File: config.mk
export PLATFORM = sky130hd
export DESIGN_NAME = writeback_stage
export DESIGN_NICKNAME = d
export VERILOG_FILES = /design/src/rtl/writeback_stage.sv
export SDC_FILE = /design/constraint.sdc
export NUM_CORES = 1
export LEC_CHECK = 0
export CORE_MARGIN = 2
export CORE_UTILIZATION = 53
export CTS_CLUSTER_DIAMETER = 100
export DETAILED_ROUTE_END_ITERATION = 16
export HOLD_SLACK_MARGIN = 0.03
export PLACE_DENSITY = 0.86
export SYNTH_ARGS = -nofsm -noshare
export SYNTH_HDL_FRONTEND = slang
export SYNTH_SLANG_ARGS = --single-unit
File: constraint.sdc
create_clock -name clk -period 3.8 [get_ports clk]
set_clock_uncertainty 0.1 [all_clocks]
set_input_delay 0.57 -clock clk [delete_from_list [all_inputs] [get_ports clk]]
set_output_delay 0.57 -clock clk [all_outputs]
set_load 0.05 [all_outputs]
File: src/rtl/writeback_stage.sv
// Writeback stage: merges single-cycle ALU results and memory load
// results onto one register-file write port, tracks pending loads in
// a per-register scoreboard and signals completion after halt.
//
// Ports (writeback_stage):
//   clk, reset          clock, synchronous active-high reset
//   alu_valid/dest/data ALU result, strict priority on the write port
//   ld_issue/_dest      load issued to memory, marks destination busy
//   ld_valid/dest/data  load result offered by memory
//   ld_ready            offered load is accepted this cycle
//   halt                program reached its halt instruction
//   write/_address/_data registered register-file write port
//   busy                per-register pending-load scoreboard
//   complete            all results retired, register file may dump
//
// Ports (writeback_fifo): 2-entry load buffer, head at slot 0.

module writeback_fifo (
    input  logic        clk,
    input  logic        reset,
    input  logic        push_i,
    input  logic [2:0]  push_dest_i,
    input  logic [15:0] push_data_i,
    input  logic        pop_i,
    output logic [2:0]  head_dest_o,
    output logic [15:0] head_data_o,
    output logic [1:0]  count_o
);

    logic [2:0]  dest_q [2];
    logic [15:0] data_q [2];
    logic [2:0]  dest_d [2];
    logic [15:0] data_d [2];
    logic [1:0]  count_q;
    logic [1:0]  count_d;

    always_comb begin
        dest_d  = dest_q;
        data_d  = data_q;
        count_d = count_q;
        if (pop_i) begin
            dest_d[0] = dest_q[1];
            data_d[0] = data_q[1];
            count_d   = count_q - 2'd1;
        end
        // A push lands in the first free slot after any pop, so a
        // simultaneous push/pop keeps order and count.
        if (push_i) begin
            dest_d[count_d[0]] = push_dest_i;
            data_d[count_d[0]] = push_data_i;
            count_d            = count_d + 2'd1;
        end
    end

    always_ff @(posedge clk) begin
        if (reset) begin
            count_q <= 2'd0;
        end else begin
            count_q <= count_d;
        end
    end

    // Payload needs no reset: it is only observed through count.
    always_ff @(posedge clk) begin
        dest_q <= dest_d;
        data_q <= data_d;
    end

    assign head_dest_o = dest_q[0];
    assign head_data_o = data_q[0];
    assign count_o     = count_q;

endmodule

module writeback_stage (
    input  logic        clk,
    input  logic        reset,
    input  logic        alu_valid,
    input  logic [2:0]  alu_dest,
    input  logic [15:0] alu_data,
    input  logic        ld_issue,
    input  logic [2:0]  ld_issue_dest,
    input  logic        ld_valid,
    input  logic [2:0]  ld_dest,
    input  logic [15:0] ld_data,
    output logic        ld_ready,
    input  logic        halt,
    output logic        write,
    output logic [2:0]  write_address,
    output logic [15:0] write_data,
    output logic [7:0]  busy,
    output logic        complete
);

    typedef enum logic [1:0] {
        RUN   = 2'd0,
        DRAIN = 2'd1,
        DONE  = 2'd2
    } state_e;

    state_e      state_q;
    logic        complete_q;

    logic        write_q;
    logic [2:0]  write_address_q;
    logic [15:0] write_data_q;
    logic        write_d;
    logic [2:0]  write_address_d;
    logic [15:0] write_data_d;

    logic [7:0]  busy_q;
    logic [7:0]  busy_d;

    logic [2:0]  head_dest;
    logic [15:0] head_data;
    logic [1:0]  count;

    logic        active;
    logic        fifo_empty;
    logic        ld_acc;
    logic        sel_alu;
    logic        sel_pop;
    logic        sel_byp;
    logic        push;
    logic        retire;
    logic [2:0]  retire_dest;
    logic        drain_done;

    assign active     = (state_q != DONE);
    assign fifo_empty = (count == 2'd0);

    // Ready comes from registered state only; reset forces it low.
    assign ld_ready = !reset && (count < 2'd2) && active;
    assign ld_acc   = ld_valid && ld_ready;

    assign sel_alu = active && alu_valid;
    assign sel_pop = active && !alu_valid && !fifo_empty;
    assign sel_byp = active && !alu_valid && fifo_empty && ld_acc;

    // A bypassed load goes straight to the port, never into the FIFO.
    assign push = ld_acc && !sel_byp;

    writeback_fifo u_fifo (
        .clk         (clk),
        .reset       (reset),
        .push_i      (push),
        .push_dest_i (ld_dest),
        .push_data_i (ld_data),
        .pop_i       (sel_pop),
        .head_dest_o (head_dest),
        .head_data_o (head_data),
        .count_o     (count)
    );

    always_comb begin
        write_d         = 1'b0;
        write_address_d = write_address_q;
        write_data_d    = write_data_q;
        retire          = 1'b0;
        retire_dest     = 3'd0;
        unique case (1'b1)
            sel_alu: begin
                write_d         = 1'b1;
                write_address_d = alu_dest;
                write_data_d    = alu_data;
            end
            sel_pop: begin
                write_d         = 1'b1;
                write_address_d = head_dest;
                write_data_d    = head_data;
                retire          = 1'b1;
                retire_dest     = head_dest;
            end
            sel_byp: begin
                write_d         = 1'b1;
                write_address_d = ld_dest;
                write_data_d    = ld_data;
                retire          = 1'b1;
                retire_dest     = ld_dest;
            end
            default: ;
        endcase
    end

    // Clear for a retiring load first, so a same-cycle issue to the
    // same register leaves the bit set.
    always_comb begin
        busy_d = busy_q;
        if (retire) begin
            busy_d[retire_dest] = 1'b0;
        end
        if (ld_issue && (state_q == RUN)) begin
            busy_d[ld_issue_dest] = 1'b1;
        end
    end

    always_ff @(posedge clk) begin
        if (reset) begin
            write_q         <= 1'b0;
            write_address_q <= 3'd0;
            write_data_q    <= 16'd0;
            busy_q          <= 8'd0;
        end else begin
            write_q         <= write_d;
            write_address_q <= write_address_d;
            write_data_q    <= write_data_d;
            busy_q          <= busy_d;
        end
    end

    // Nothing left in flight and nothing arriving this cycle.
    assign drain_done = fifo_empty && (busy_q == 8'd0) &&
                        !alu_valid && !ld_acc;

    always_ff @(posedge clk) begin
        if (reset) begin
            state_q    <= RUN;
            complete_q <= 1'b0;
        end else begin
            case (state_q)
                RUN: begin
                    if (halt) begin
                        state_q <= DRAIN;
                    end
                end
                DRAIN: begin
                    if (drain_done) begin
                        state_q    <= DONE;
                        complete_q <= 1'b1;
                    end
                end
                DONE: begin
                    complete_q <= 1'b1;
                end
                default: begin
                    state_q    <= RUN;
                    complete_q <= 1'b0;
                end
            endcase
        end
    end

    assign write         = write_q;
    assign write_address = write_address_q;
    assign write_data    = write_data_q;
    assign busy          = busy_q;
    assign complete      = complete_q;

endmodule

==> results.ini <==
[sta]
min_period_ps=3070
slew_viol_final=0
worstMarginPinSlew_ps=876
finalHoldViolations=0
setup_violations=0
rsz0062_at_grt=false
clock.fmax_ghz=0.326
period_share_pct=80.8
tns_ps=0
max-slew-margin-rel_pct=41.6

[setup_path]
crit_path_end=ld_ready
end_kind=output pin
crit_arrival_ps=2400
start_kind=input port
rrSetupSlack_ps=1330
worstPathMaxFanout=15
startpoint=reset
r2r_start=state_q[0]$_SDFFE_PP0P_
crit_required_ps=3130
reg2reg_depth=7
rr_endpoint=write_data[5]$_SDFFE_PP0P_
critPathKind=input port to output pin

[place]
place_inst=462
dp_hpwl_mm=5.04
postPlaceCellArea_um2=3960
io_buffers=76
place_congestion=0.804

[clock_network]
post_cts_resized=0
cts.sink_count=71
cts_max_level=3
postCtsHoldBufs=0
clockBufferDepth=2
clk_latency_ps=340
post_cts_buffers=0
cts.reportedPaths.clkPinSlew_ps=70
cts-root-buf=clkbuf_8
cts_buffers=9
cts_tree=done

[pwr]
seq_power_share_pct=35.8
p_leak_uw=0.00152
vdd_drop_max_uv=498
power_uw=3250
swShare_pct=40.2
switchingPower_uw=1300
p_int_uw=1940
combPwrFrac_pct=44.3
clkPwrFrac_pct=19.9
p_per_area_nw_per_um2=777

[grt]
grt_antenna_before_repair=0
grt_start_max_net_pins=40
use_met3_pct=4.56
grt_pass1_vias=2615
grt_overflow=0
grt_usage_pct=24.0
grt_pass1_wl_mm=12.1
grtUsageMet2_pct=39.5
grt-busiest-layer=met2
grt_util_met1_pct=30.9

[route]
drc=0
wl_mm=7.45
num_vias=2756
drt_iter0_markers=133
vias_per_cell=5.77
first_pass_iters=4
drtAntennaViolNets=0
wl_per_cell_um=15.6

[floorplan]
num_rows=28
die_x_um=81.2
coreArea_um2=5850
die_y_um=81.2
start_util_pct=54.0
num_io_pins=77
dieArea_um2=6590

[synthesis]
synth_top_area_share_pct=33.0
syn_avg_cell_area_um2=9.69
synth_edf_count=19
syn-num-nets=379
ys_types=45
synthTopCellsByArea=dfxtp_1 33%, edfxtp_1 18%, mux2i_1 6.0%
synth_area_um2=3160
synthArstFlopShare_pct=0
synth.largest_area_cell=dfxtp_1
postSynthCellCount=326
ys_warn_count=0
synthFlopType=dfxtp_1
ys_seq_elements=71
synth-seq-area-share_pct=51.0

[final_layout]
regArea_um2=1610
finalNonFillerCells=478
syn_to_final_growth_pct=32.2
nets=451
n_antenna_cell=0
postLayoutCellArea_um2=4180
fill_cells=434
multi_input_area_um2=1400
drive_gt1_share_pct=6.95

[hold_path]
hp-class=flop to flop

[job]
maxCapViolations=0

[outcome]
status=completed

[Yosys cell counts, types with 4 or more instances]
cell type  count
a21oi_1       31
mux2i_1       19
nor3_1         5
inv_1         13
edfxtp_1      19
nor2_1        28
a31oi_1       18
clkbuf_1       7
a22oi_1       19
dfxtp_1       52
ha_1           6
buf_4          4
o21ai_0       24
buf_2          8
nand2_1       25
nor2b_1        4
[power groups by stage]
stage,sequential (uW),clock [uW],combinational (uW)
floorplan,1440,0,753
global placement,1160,0,1390
detailed placement,1170,0,1430
CTS,1160,654,1440
global route,1190,686,1550
finish,1160,646,1440
[through the flow]
stage	worst slack [ps]	util (%)	hold slack, ps
3_5_place_dp	681	67.8	381
6_report	728	71.4	385
2_1_floorplan	1190	-	371
5_1_grt	590	71.4	422
4_1_cts	724	71.4	391
3_3_place_gp	747	67.8	372
[critical path, stage by stage]
cell and delay, ps:
clkdlybuf4s50_1 730, nor3_1 260, clkdlybuf4s50_1 840
[logic make-up (layout without fill, tap and decap cells)]
| logic type | count (synthesis) | in the layout | share of synthesized area [%] |
|---|---|---|---|
| fa+ha+maj | 6 | 6 | 2.38 |
| xor+xnor | 2 | 2 | 0.555 |
| flops | 71 | 71 | 51.0 |
| simple gates | 84 | 84 | 13.5 |
| compound gates | 110 | 110 | 21.7 |
| mux | 19 | 19 | 6.02 |
| buf+inv | 34 | 111 | 4.83 |
[area by class of cell]
cell class / count / area share [%]
clock inverters: 6 / 2.04
inverters: 13 / 1.17
multi-input cells: 221 / 33.6
clock buffers: 10 / 3.06
well taps: 75 / 2.25
repair buffers: 82 / 19.3
flip-flops and latches: 71 / 38.6
[per-layer routing]
layer  part of all wire (%)  up-vias
li1                       -     1346
met1                     44     1307
met2                     49       93
met3                    5.8       10
met4                    1.5        0
met5                      0        -
[how the worst min path moves through the flow]
stage	depth (start not counted)	to	from	slack, ps
finish	2	busy[5]$_SDFF_PP0_	busy[5]$_SDFF_PP0_	390
global route	2	busy[5]$_SDFF_PP0_	busy[5]$_SDFF_PP0_	420
CTS	2	busy[5]$_SDFF_PP0_	busy[5]$_SDFF_PP0_	390
detailed placement	2	busy[5]$_SDFF_PP0_	busy[5]$_SDFF_PP0_	380
global placement	2	busy[5]$_SDFF_PP0_	busy[5]$_SDFF_PP0_	370
floorplan	2	state_q[0]$_SDFFE_PP0P_	state_q[0]$_SDFFE_PP0P_	370
[cell usage in the layout (no fill, tap or decap), drive strengths merged, types with 3 or more instances in the layout]
cell,n
nand2,25
nand3b,3
mux2i,19
inv,13
a31oi,18
and2,3
a21oi,31
o21ai,27
clkdlybuf4s50,76
nand4,3
nor2,28
o32ai,3
ha,6
nor3,5
buf,6
clkbuf,10
dfxtp,52
a22oi,19
nor2b,4
edfxtp,19
No activity file was read; power rests on OpenSTA's default activity.
